<file path="src/rtl/alu_op_sequencer.sv">
// Single-issue sequencer for the 20-bit ALU: accepts one op, iterates shifts a bit per
// cycle, keeps the {S,C,Z} status register and parks in a sticky trap on illegal opcodes.
module alu_op_sequencer #(
    parameter int WIDTH = 20,
    parameter int AMT_W = 5
) (
    input  logic             clk,
    input  logic             rst_n,
    input  logic             req_valid,
    output logic             req_ready,
    input  logic [4:0]       req_op,
    input  logic [WIDTH-1:0] req_a,
    input  logic [WIDTH-1:0] req_b,
    input  logic [AMT_W-1:0] req_amt,
    output logic             res_valid,
    input  logic             res_ready,
    output logic [WIDTH-1:0] res_data,
    output logic             res_wb,
    output logic             res_trap,
    output logic [2:0]       status,
    output logic             trap_mode,
    input  logic             trap_clr
);

    localparam logic [4:0] OP_NOP   = 5'd0;
    localparam logic [4:0] OP_NOT   = 5'd1;
    localparam logic [4:0] OP_AND   = 5'd2;
    localparam logic [4:0] OP_OR    = 5'd3;
    localparam logic [4:0] OP_XOR   = 5'd4;
    localparam logic [4:0] OP_SHL   = 5'd5;
    localparam logic [4:0] OP_SHR   = 5'd6;
    localparam logic [4:0] OP_ROL   = 5'd7;
    localparam logic [4:0] OP_ROR   = 5'd8;
    localparam logic [4:0] OP_INC   = 5'd9;
    localparam logic [4:0] OP_DEC   = 5'd10;
    localparam logic [4:0] OP_ADD   = 5'd11;
    localparam logic [4:0] OP_ADC   = 5'd12;
    localparam logic [4:0] OP_SUB   = 5'd13;
    localparam logic [4:0] OP_SBC   = 5'd14;
    localparam logic [4:0] OP_CMP   = 5'd15;
    localparam logic [4:0] OP_LDSR  = 5'd16;
    localparam logic [4:0] OP_XORSR = 5'd17;

    localparam logic [AMT_W-1:0] ONE_CNT = {{(AMT_W-1){1'b0}}, 1'b1};
    localparam logic [WIDTH:0]   ONE_EXT = {{WIDTH{1'b0}}, 1'b1};

    typedef enum logic [1:0] {
        ST_IDLE,
        ST_EXEC,
        ST_DONE,
        ST_TRAP
    } state_t;

    state_t state_reg;
    state_t state_next;

    logic [4:0]       op_reg;
    logic [WIDTH-1:0] a_reg;
    logic [WIDTH-1:0] b_reg;
    logic [WIDTH-1:0] work_reg;
    logic [AMT_W-1:0] cnt_reg;
    logic             cin_reg;
    logic             amt_zero_reg;
    logic [WIDTH-1:0] res_data_reg;
    logic             res_wb_reg;
    logic             res_trap_reg;
    logic [2:0]       status_reg;

    logic             accept;
    logic             finish;
    logic             consume;
    logic             is_shift_req;
    logic             left_dir;
    logic [WIDTH-1:0] step_val;
    logic             step_c;

    logic [WIDTH:0]   sum_ext;
    logic [WIDTH-1:0] res_calc;
    logic             c_calc;
    logic             wb_calc;
    logic             trap_calc;
    logic             flags_from_res;
    logic [2:0]       status_calc;

    assign req_ready = (state_reg == ST_IDLE);
    assign res_valid = (state_reg == ST_DONE);
    assign trap_mode = (state_reg == ST_TRAP);
    assign res_data  = res_data_reg;
    assign res_wb    = res_wb_reg;
    assign res_trap  = res_trap_reg;
    assign status    = status_reg;

    assign is_shift_req = (req_op >= OP_SHL) && (req_op <= OP_ROR);
    assign left_dir     = (op_reg == OP_SHL) || (op_reg == OP_ROL);
    assign step_c       = left_dir ? work_reg[WIDTH-1] : work_reg[0];

    // One-bit step of the working value; rotates feed the far-end bit back in.
    genvar gi;
    generate
        for (gi = 0; gi < WIDTH; gi++) begin : g_step
            logic from_lo;
            logic from_hi;
            if (gi == 0) begin : g_lo_edge
                assign from_lo = (op_reg == OP_ROL) ? work_reg[WIDTH-1] : 1'b0;
            end else begin : g_lo_mid
                assign from_lo = work_reg[gi-1];
            end
            if (gi == WIDTH-1) begin : g_hi_edge
                assign from_hi = (op_reg == OP_ROR) ? work_reg[0] : 1'b0;
            end else begin : g_hi_mid
                assign from_hi = work_reg[gi+1];
            end
            assign step_val[gi] = left_dir ? from_lo : from_hi;
        end
    endgenerate

    always_ff @(posedge clk or negedge rst_n) begin
        if (!rst_n) begin
            state_reg <= ST_IDLE;
        end else begin
            state_reg <= state_next;
        end
    end

    always_comb begin
        state_next = state_reg;
        accept     = 1'b0;
        finish     = 1'b0;
        consume    = 1'b0;
        case (state_reg)
            ST_IDLE: begin
                if (req_valid) begin
                    accept     = 1'b1;
                    state_next = ST_EXEC;
                end
            end
            ST_EXEC: begin
                if (cnt_reg == ONE_CNT) begin
                    finish     = 1'b1;
                    state_next = ST_DONE;
                end
            end
            ST_DONE: begin
                if (res_ready) begin
                    consume    = 1'b1;
                    state_next = res_trap_reg ? ST_TRAP : ST_IDLE;
                end
            end
            ST_TRAP: begin
                if (trap_clr) begin
                    state_next = ST_IDLE;
                end
            end
            default: state_next = ST_IDLE;
        endcase
    end

    // Result and flag computation; only sampled on the final EXEC edge.
    always_comb begin
        sum_ext        = '0;
        res_calc       = '0;
        c_calc         = 1'b0;
        wb_calc        = 1'b1;
        trap_calc      = 1'b0;
        flags_from_res = 1'b1;
        status_calc    = status_reg;
        case (op_reg)
            OP_NOP: begin
                wb_calc        = 1'b0;
                flags_from_res = 1'b0;
            end
            OP_NOT: res_calc = ~a_reg;
            OP_AND: res_calc = a_reg & b_reg;
            OP_OR:  res_calc = a_reg | b_reg;
            OP_XOR: res_calc = a_reg ^ b_reg;
            OP_SHL, OP_SHR, OP_ROL, OP_ROR: begin
                if (amt_zero_reg) begin
                    res_calc = a_reg;
                    c_calc   = status_reg[1];
                end else begin
                    res_calc = step_val;
                    c_calc   = step_c;
                end
            end
            OP_INC: begin
                sum_ext  = {1'b0, a_reg} + ONE_EXT;
                res_calc = sum_ext[WIDTH-1:0];
                c_calc   = sum_ext[WIDTH];
            end
            OP_DEC: begin
                sum_ext  = {1'b0, a_reg} - ONE_EXT;
                res_calc = sum_ext[WIDTH-1:0];
                c_calc   = sum_ext[WIDTH];
            end
            OP_ADD: begin
                sum_ext  = {1'b0, a_reg} + {1'b0, b_reg};
                res_calc = sum_ext[WIDTH-1:0];
                c_calc   = sum_ext[WIDTH];
            end
            OP_ADC: begin
                sum_ext  = {1'b0, a_reg} + {1'b0, b_reg} + {{WIDTH{1'b0}}, cin_reg};
                res_calc = sum_ext[WIDTH-1:0];
                c_calc   = sum_ext[WIDTH];
            end
            OP_SUB, OP_CMP: begin
                sum_ext  = {1'b0, a_reg} - {1'b0, b_reg};
                res_calc = sum_ext[WIDTH-1:0];
                c_calc   = sum_ext[WIDTH];
                wb_calc  = (op_reg == OP_SUB);
            end
            OP_SBC: begin
                sum_ext  = {1'b0, a_reg} - {1'b0, b_reg} - {{WIDTH{1'b0}}, cin_reg};
                res_calc = sum_ext[WIDTH-1:0];
                c_calc   = sum_ext[WIDTH];
            end
            OP_LDSR: begin
                res_calc       = a_reg;
                wb_calc        = 1'b0;
                flags_from_res = 1'b0;
                status_calc    = a_reg[2:0];
            end
            OP_XORSR: begin
                res_calc       = a_reg;
                wb_calc        = 1'b0;
                flags_from_res = 1'b0;
                status_calc    = status_reg ^ a_reg[2:0];
            end
            default: begin
                wb_calc        = 1'b0;
                trap_calc      = 1'b1;
                flags_from_res = 1'b0;
            end
        endcase
        if (flags_from_res) begin
            status_calc = {res_calc[WIDTH-1], c_calc, (res_calc == '0)};
        end
    end

    always_ff @(posedge clk or negedge rst_n) begin
        if (!rst_n) begin
            op_reg       <= '0;
            a_reg        <= '0;
            b_reg        <= '0;
            work_reg     <= '0;
            cnt_reg      <= '0;
            cin_reg      <= 1'b0;
            amt_zero_reg <= 1'b0;
            res_data_reg <= '0;
            res_wb_reg   <= 1'b0;
            res_trap_reg <= 1'b0;
            status_reg   <= '0;
        end else if (accept) begin
            op_reg       <= req_op;
            a_reg        <= req_a;
            b_reg        <= req_b;
            work_reg     <= req_a;
            cin_reg      <= status_reg[1];
            amt_zero_reg <= (req_amt == '0);
            cnt_reg      <= (is_shift_req && (req_amt != '0)) ? req_amt : ONE_CNT;
        end else if (state_reg == ST_EXEC) begin
            cnt_reg  <= cnt_reg - ONE_CNT;
            work_reg <= step_val;
            if (finish) begin
                res_data_reg <= res_calc;
                res_wb_reg   <= wb_calc;
                res_trap_reg <= trap_calc;
                status_reg   <= status_calc;
            end
        end else if (consume) begin
            // res_data stays as the last result; the qualifiers drop with res_valid.
            res_wb_reg   <= 1'b0;
            res_trap_reg <= 1'b0;
        end
    end

endmodule

</file>
<file path="config.mk">
export PLATFORM = sky130hd
export DESIGN_NAME = alu_op_sequencer
export DESIGN_NICKNAME = d
export VERILOG_FILES = /design/src/rtl/alu_op_sequencer.sv
export SDC_FILE = /design/constraint.sdc
export NUM_CORES = 1
export LEC_CHECK = 0
export BUFFER_PORTS_ARGS = -buffer_cell sky130_fd_sc_hd__buf_2
export CAP_MARGIN = 20
export CORE_ASPECT_RATIO = 2
export CORE_MARGIN = 2
export CORE_UTILIZATION = 40
export CTS_BUF_LIST = sky130_fd_sc_hd__clkbuf_4
export DETAILED_ROUTE_END_ITERATION = 10
export GPL_ROUTABILITY_DRIVEN = 0
export PLACE_DENSITY = 0.57
export SYNTH_ARGS = -nofsm -noshare
export SYNTH_HDL_FRONTEND = slang
export SYNTH_SLANG_ARGS = --single-unit
export TNS_END_PERCENT = 100
</file>
<file path="constraint.sdc">
create_clock -name clk -period 9.3 [get_ports clk]
set_clock_uncertainty 0.15 [all_clocks]
set_input_delay 0.465 -clock clk [delete_from_list [all_inputs] [get_ports clk]]
set_output_delay 0.465 -clock clk [all_outputs]
set_load 0.01 [all_outputs]
</file>
Word-level counts from Yosys, hierarchy flattened
Cells that the tools add are included.

Add/sub/neg operators: 7. $lt $le $gt $ge: 2. Equal/unequal tests: 27. Multiplexer cells: 54. Bitwise gates (word level): 6. Reduce and logical (&&, ||, !) cells: 22.

Operator list (number): 20-bit case mux with 12 select lines (1); 20-bit two-way mux (3); 5-bit by 4-bit equality test with 1-bit output, second input constant (8); 1-bit two-way mux (37); 20-bit by 1-bit adder with 21-bit output, second input constant (1); 20-bit by 20-bit adder with 21-bit output (1); 21-bit by 1-bit adder with 21-bit output (1); 20-bit by 1-bit subtractor with 21-bit output, second input constant (1); 20-bit by 20-bit subtractor with 21-bit output (1); 21-bit by 1-bit subtractor with 21-bit output (1); 20-bit bitwise AND (1); 5-bit by 3-bit equality test with 1-bit output, second input constant (4); 20-bit logical NOT (1); 20-bit inverter (1); 20-bit OR (1); 20-bit XOR (1); 18-bit OR reduction (1); 5-bit two-way mux (3); 15-bit OR reduction (1); 13-bit OR reduction (1); 5-bit by 1-bit equality test with 1-bit output, second input constant (2); 5-bit by 2-bit equality test with 1-bit output, second input constant (2); 5-bit equality test, second input constant (2); 5-bit logical NOT (2); 27 further kinds (40).

Flip-flop bits (word level): 99. Bits of input ports: 55. Logic and storage cells: 131.

Logic depth before layout (Yosys ltp)
Gate-level depths: netlist of the first run.

Depth after elaboration: 7. Gate-level depth with buffers: 18. Mapped depth without buffers: 16.

Least setup slack after synthesis of the first run
Ideal clock, no wire load.

Kind: register -> register. From: reg a_reg[1]. To: reg status_reg[0] (netlist: status[0]). Library setup time: 0.092 ns. Arrival time: 4.196 ns. Path slack: 4.862 ns. Stages on the path, launching flop included: 16. Buffers on the path: 1. Cells stage by stage: dfrtp_1 > clkbuf_1 > inv_1 > ha_1 > a211oi_2 > nor3_1 > or4b_4 > nand4b_4 > or3_1 > nor4_1 > nand4b_1 > mux2i_1 > a211oi_1 > nand3_1 > or3_4 > o31ai_2.

Longest elaborated chain between the ends: 5. Elaborated cells on any way between the ends: 14. Those cells by class: 6 x add/sub; 3 x mux; 4 x bitwise; 1 x reduce/logical.

RTL lines: from (decl) (RTL line 58) `logic [WIDTH-1:0] a_reg;`; from (signal assigned) (RTL line 254) `a_reg <= req_a;`; 20-bit by 20-bit subtractor with 21-bit output / 20-bit by 20-bit adder with 21-bit output (equally long branches); 21-bit by 1-bit subtractor with 21-bit output / 21-bit by 1-bit adder with 21-bit output (equally long branches) (RTL line 212, 201); 20-bit case mux with 12 select lines * (RTL line 167) `case (op_reg)`; 20-bit logical NOT * (RTL line 235) `status_calc = {res_calc[WIDTH-1], c_calc, (res_calc == '0)};`; 3-bit two-way mux * (RTL line 234) `if (flags_from_res) begin`; to (signal assigned) (RTL line 267) `status_reg <= status_calc;`; to (decl) (RTL line 67) `logic [2:0] status_reg;`.

Every way passes the cells marked *; elsewhere a longest branch is shown, timed or not. A chain may end at the register's enable or synchronous reset.

Final worst setup path of the first run
From: reg a_reg[3]. To: reg status_reg[0] (netlist: status[0]).

Same word-level chain as after synthesis.

==> results of run 1 <==
==> layer usage <==
layer | wire length [µm] | GRT usage, % | up-vias | part of all wire [%]
met3 | 2230 | 4.35 | 150 | 5.6
met5 | 0 | 0 | - | 0
met1 | 14400 | 32.2 | 5218 | 36
met2 | 19900 | 51.2 | 463 | 50
met4 | 3580 | 23.8 | 0 | 8.9
li1 | - | - | 5022 | -
==> area by class of cell <==
type,instances,area (µm²),share of cell area [%]
Clock buffer,10,75.1,0.652
Inverter,67,251,2.19
Sequential cell,99,2480,21.5
Clock inverter,5,62.6,0.544
Multi-Input combinational cell,1085,7190,62.5
Timing Repair Buffer,144,1020,8.89
Antenna cell,3,7.51,0.0652
Tap cell,336,420,3.65
==> cells by family (layout without fill, tap and decap cells) <==
| group | Yosys count | in the layout | synth area share [%] |
|---|---|---|---|
| simple gates | 482 | 482 | 23.4 |
| mux | 38 | 38 | 3.84 |
| buf+inv | 153 | 226 | 5.82 |
| fa+ha+maj | 76 | 76 | 9.44 |
| flops | 99 | 99 | 24.2 |
| other cells | 0 | 3 | 0 |
| xor+xnor | 64 | 64 | 5.55 |
| compound gates | 425 | 425 | 27.8 |
==> placed cells by master (no fill, tap or decap), drive strengths merged, types with 12 or more instances in the layout <==
| cell | instances |
|---|---|
| o21ai | 112 |
| a21o | 15 |
| o22ai | 15 |
| a221oi | 19 |
| nor2 | 134 |
| nor4 | 17 |
| ha | 74 |
| nor2b | 18 |
| o221ai | 16 |
| nand4 | 13 |
| nand2 | 134 |
| and3 | 12 |
| nor3 | 46 |
| a21oi | 101 |
| a31oi | 15 |
| dfrtp | 99 |
| inv | 68 |
| buf | 94 |
| and2 | 12 |
| xor2 | 17 |
| xnor2 | 47 |
| o31ai | 13 |
| a211oi | 15 |
| dlygate4sd3 | 50 |
| o211ai | 14 |
| mux2i | 28 |
| nand3 | 33 |
==> critical path: stages (launching register included) <==
cell      delay [ps]
dfrtp_1          580
inv_1            150
ha_1             590
inv_1            200
nor4_1           610
o21ai_0          310
a211oi_1         620
nand4b_1         200
nor4_1           570
nand4b_1         190
mux2i_1          150
a211oi_1         250
nand3_1          140
or3_4            410
o31ai_2          230
==> per-stage QoR <==
step | setup slack, ps | utilization, % | instance area [µm²]
3_3_place_gp | 4180 | 43.1 | 10800
6_report | 3890 | 45.8 | 11500
5_1_grt | 3700 | 45.8 | 11500
3_5_place_dp | 4070 | 43.1 | 10800
4_1_cts | 4040 | 45.6 | 11500
2_1_floorplan | 4860 | - | 10200
==> worst min-delay path by stage <==
stage / from / to / slack (ps) / depth (start not counted)
5_1_grt: req_amt[4] / amt_zero_reg / 6 / 3
2_1_floorplan: rst_n / a_reg[0] / 20 / 0
3_3_place_gp: res_data[15] / res_data[15] / 340 / 1
6_report: trap_clr / state_reg[0] / 10 / 4
3_5_place_dp: res_data[15] / res_data[15] / 340 / 1
4_1_cts: req_amt[4] / amt_zero_reg / 8 / 3
==> metrics.csv, run 1 <==
stage;metric;value;unit
clocking;post-cts-setup-buffers;0;
clocking;cts_buffers;9;
sta;maxSlewHeadroom;24.4;%
clocking;postCtsHoldBufs;50;
critical_path;path_class;reg -> reg;
logic_synthesis;syn_area_per_cell;7.66;µm²
grt;grt_max_degree;113;
logic_synthesis;synth-edff-count;0;
logic_synthesis;synthTopCellsByArea;dfrtp_1, ha_1, o21ai_0, a21oi_1, nand2_1;
critical_path;rr_worst_depth;14;
critical_path;r2r_start;a_reg[3];
sta;drv_slew;0;
clocking;cts-htree-levels;3;
critical_path;start_kind;register;
logic_synthesis;synthArstFlopShare;100;%
logic_synthesis;synth_top_area_share;24.2;%
grt;grt_first_pass_wirelength;60.6;mm
critical_path;reg2reg_setup_slack;3890;ps
sta;setup_viol;0;
drt;drt-initial-drc-count;820;
clocking;worstSkewPairLatency;610;ps
grt;grt_pass1_vias;10610;
cells_and_area;nNetsFinal;1537;
clocking;clk_pin_slew_worst_paths;180;ps
critical_path;cp.required;9690;ps
logic_synthesis;syn_nets;1468;
logic_synthesis;ys.flop_type;dfrtp_1;
grt;globalRouteOverflowTotal;0;
critical_path;crit_start;a_reg[3];
logic_synthesis;synth_top_cell_by_area;dfrtp_1;
sta;tightest_slew;1130;ps
clocking;cts_root_buffer;clkbuf_4;
cells_and_area;drive_gt1_share;11.1;%
status;status;finished, final reports clean;
die;die_h;230;µm
place;dp.final_hpwl;31.0;mm
drt;routed_wl;40.1;mm
cells_and_area;nFillCells;2611;
grt;grt_usage;30.1;%
cells_and_area;area_growth;12.5;%
die;placementRows;82;
logic_synthesis;synth_cells;1337;
clocking;clock-sinks;99;
sta;hold_violations;0;
sta;period_minus_slack;5410;ps
cells_and_area;stdcell_count;1749;
sta;fmax;0.185;GHz
drt;viasPerCell;6.21;
die;core_area;25100;µm²
sta;fin_hold_ws;11.2;ps
worst_hold_path;min_path_type;in -> reg;
critical_path;worstPathArrival;5800;ps
job;cap_violations;0;
critical_path;crit_path_end;status[0];
logic_synthesis;synth_seq_cells;99;
logic_synthesis;synth_cell_type_count;97;
critical_path;cp_max_fo;14;
sta;rsz0062_at_grt;no;
clocking;cts_resized;0;
logic_synthesis;ys_top_cells_by_count;nand2_1, nor2_1, o21ai_0;
place;io_buffers;82;
die;initial_core_util;40.7;%
die;ios;83;
drt;dr.pass1.iters;5;
clocking;cts_buffer_depth;2;
sta;fin_tns_setup;0;ps
logic_synthesis;ys_seq_area_share;24.2;%
sta;finalCritPeriodShare;58.2;%
logic_synthesis;ys_warn_count;0;
die;fp.dieW;117;µm
place;dp_cells;1680;
drt;via_count;10853;
die;die_area;27000;µm²
drt;wl_per_cell;22.9;µm
grt;antenna_found_initial;2;
drt;ant_nets;0;
critical_path;r2r-end;status[0];
critical_path;endpoint_kind;register;
clocking;cts_tree;built;
logic_synthesis;syn_area;10200;µm²
drt;drc;0;
Power of run 1 is not shown: default switching activity piles up to over one toggle a cycle in this logic, so the estimate is an artifact.
==> run 2, diff against run 1 <==
ABC_AREA = 1   (was not set)
clock period = 5.2 ns   (was 9.3 ns; I/O delays follow)
==> run 2 against run 1 <==
  * Area after synthesis is 12% higher
  * Register-to-register slack worse by 3000 ps
  * Synthesized cell count is 44% higher
  * Worst hold slack better by 130 ps
  * Final cell count is 37% higher
  * Clock-buffer cell count is 1 higher
  * Utilization is 0.31 points lower
  * First-iteration DRC count is 25% higher
  * Global-route usage is 1.2 points higher
  * Critical path type unchanged
  * Largest cell class unchanged
==> metrics.csv, run 2 <==
stage;metric;value;unit;change
status;status;finished, final reports clean;;
critical_path;start_kind;register;;
logic_synthesis;syn_nets;2061;;+40%
cells_and_area;stdcell_count;2394;;+37%
clocking;cts_root_buffer;clkbuf_4;;
cells_and_area;multi_input_area;7770;µm²;+8.0%
die;initial_core_util;40.8;%;+0.068 points
clocking;clk_pin_slew_worst_paths;200;ps;+20 ps
critical_path;cp.required;5560;ps;-4130 ps
drt;drc;0;;unchanged
clocking;clock-sinks;99;;unchanged
clocking;cts_buffer_depth;2;;unchanged
logic_synthesis;synth.most_common_cell;nand2_1;;
logic_synthesis;synth_top_area_share;21.5;%;-2.7 points
logic_synthesis;synth-edff-count;0;;unchanged
sta;tightest_slew;1020;ps;-110 ps
die;die_h;244;µm;+5.9%
sta;hold_violations;0;;unchanged
grt;grt_pass1_vias;12708;;+20%
critical_path;r2r_start;a_reg[7];;
sta;setup_viol;0;;unchanged
worst_hold_path;min_path_type;in -> async;;
place;dp.final_hpwl;37.4;mm;+21%
sta;fmax;0.231;GHz;+25%
grt;grt_max_degree;104;;-8.0%
sta;maxSlewHeadroom;31.9;%;+7.5 points
cells_and_area;nNetsFinal;2163;;+41%
drt;wl_per_cell;19.4;µm;-16%
cells_and_area;drive_gt1_share;12.8;%;+1.7 points
cells_and_area;area_growth;11.5;%;
die;fp.dieW;124;µm;+5.8%
critical_path;endpoint_kind;register;;
place;io_buffers;82;;unchanged
critical_path;crit_start;a_reg[7];;
cells_and_area;layout_common_cells;nand2_1, inv_1, nor2_1;;
critical_path;r2r-end;status[0];;
cells_and_area;mostFrequentLayoutCell;nand2_1;;
die;ios;83;;unchanged
drt;drt-initial-drc-count;1024;;+25%
sta;rsz0062_at_grt;no;;
cells_and_area;fin_util;45.5;%;-0.31 points
logic_synthesis;syn_area_per_cell;5.96;µm²;-22%
logic_synthesis;synthArstFlopShare;100;%;unchanged
clocking;worstSkewPairLatency;580;ps;-30 ps
logic_synthesis;ys_seq_area_share;21.5;%;-2.7 points
cells_and_area;nFillCells;3124;;+20%
grt;grt_usage;31.3;%;+1.2 points
grt;antenna_found_initial;2;;unchanged
logic_synthesis;ys_top_cells_by_count;nand2_1, inv_1, nor2_1;;
clocking;post-cts-setup-buffers;0;;unchanged
drt;routed_wl;46.3;mm;+15%
clocking;cts_tree;built;;
logic_synthesis;ys_warn_count;0;;unchanged
cells_and_area;regArea;2480;µm²;unchanged
critical_path;rr_worst_depth;20;;+6
sta;period_minus_slack;4330;ps;-1080 ps
logic_synthesis;synth_seq_cells;99;;unchanged
sta;finalCritPeriodShare;83.3;%;+25 points
drt;dr.pass1.iters;6;;+1
logic_synthesis;syn_area;11500;µm²;+12%
drt;ant_nets;0;;unchanged
die;die_area;30200;µm²;+12%
logic_synthesis;synth_top_cell_by_area;dfrtp_1;;
die;placementRows;87;;+6.1%
critical_path;cp_max_fo;12;;-2
job;cap_violations;0;;unchanged
clocking;cts_buffers;9;;unchanged
critical_path;reg2reg_setup_slack;870;ps;-3020 ps
place;dp_cells;2322;;+38%
logic_synthesis;synth_cell_type_count;58;;-40%
critical_path;path_class;reg -> reg;;
logic_synthesis;synthTopCellsByArea;dfrtp_1, nand2_1, ha_1, nand3_1, o21ai_0;;
logic_synthesis;ys.flop_type;dfrtp_1;;
clocking;cts-htree-levels;3;;unchanged
critical_path;worstPathArrival;4690;ps;-1110 ps
drt;viasPerCell;5.51;;-11%
logic_synthesis;synth_cells;1930;;+44%
die;core_area;28200;µm²;+12%
grt;globalRouteOverflowTotal;0;;unchanged
drt;via_count;13179;;+21%
grt;grt_first_pass_wirelength;70.5;mm;+16%
sta;drv_slew;0;;unchanged
sta;fin_tns_setup;0;ps;unchanged
-- run 2: logic make-up (layout without fill, tap and decap cells) --
logic type,count (synthesis),after routing,synth area share [%]
compound gates,306,306,14.7
xor+xnor,7,7,0.533
fa+ha+maj,76,76,8.40
buf+inv,309,416,10.9
flops,99,99,21.5
other cells,0,1,0
simple gates,1133,1133,43.9
-- run 2: through the flow --
step | hold WS, ps | setup slack, ps | cell area (µm²)
2_1_floorplan | -186 | 2100 | 11500
3_3_place_gp | 249 | 958 | 12200
3_5_place_dp | 249 | 898 | 12200
4_1_cts | 131 | 858 | 12800
5_1_grt | 187 | 476 | 12800
6_report | 140 | 871 | 12800
-- run 2: how the worst max path moves through the flow --
stage / endpoint / slack, ps
final: status[0] / 870
after detailed placement: status[0] / 900
after global placement: status[0] / 960
after global routing: status[0] / 480
after CTS: status[0] / 860
after floorplan: status[0] / 2100
-- run 2: area by class of cell --
cell class / count / area share [%]
Antenna cell: 1 / 0.0195
Clock buffer: 11 / 0.644
Clock inverter: 5 / 0.273
Inverter: 248 / 7.30
Multi-Input combinational cell: 1522 / 60.6
Sequential cell: 99 / 19.3
Tap cell: 356 / 3.47
Timing Repair Buffer: 152 / 8.39
-- run 2: routing by layer --
metal,vias to the layer above,track usage [%],part of all wire (%)
met5,-,0,0
met3,188,3.86,5.5
li1,6450,-,-
met1,5986,33.7,36
met2,555,54.3,50
met4,0,23.7,9.0
-- run 2: what timing repair did --
item                                   CTS  global route
endpoints found under the hold margin  127             0
hold buffers                            55             0
resized for setup                        0             0
-- run 2: worst max-delay path, stage by stage, from the launching register on --
cell,delay [ps]
dfrtp_1,600
inv_1,270
ha_1,700
nand2_1,240
nor2_1,380
nand3_1,250
nand3_1,150
nand2_1,60
nand2_1,120
nand2_2,110
nor2_4,150
nand3_2,120
nor2_1,100
nor2_1,50
nand2_1,70
nand2_1,50
nor2_1,130
nand2_1,60
nor2_1,170
nand2_1,180
a21oi_2,140
Power of run 2 is left out for the same reason.
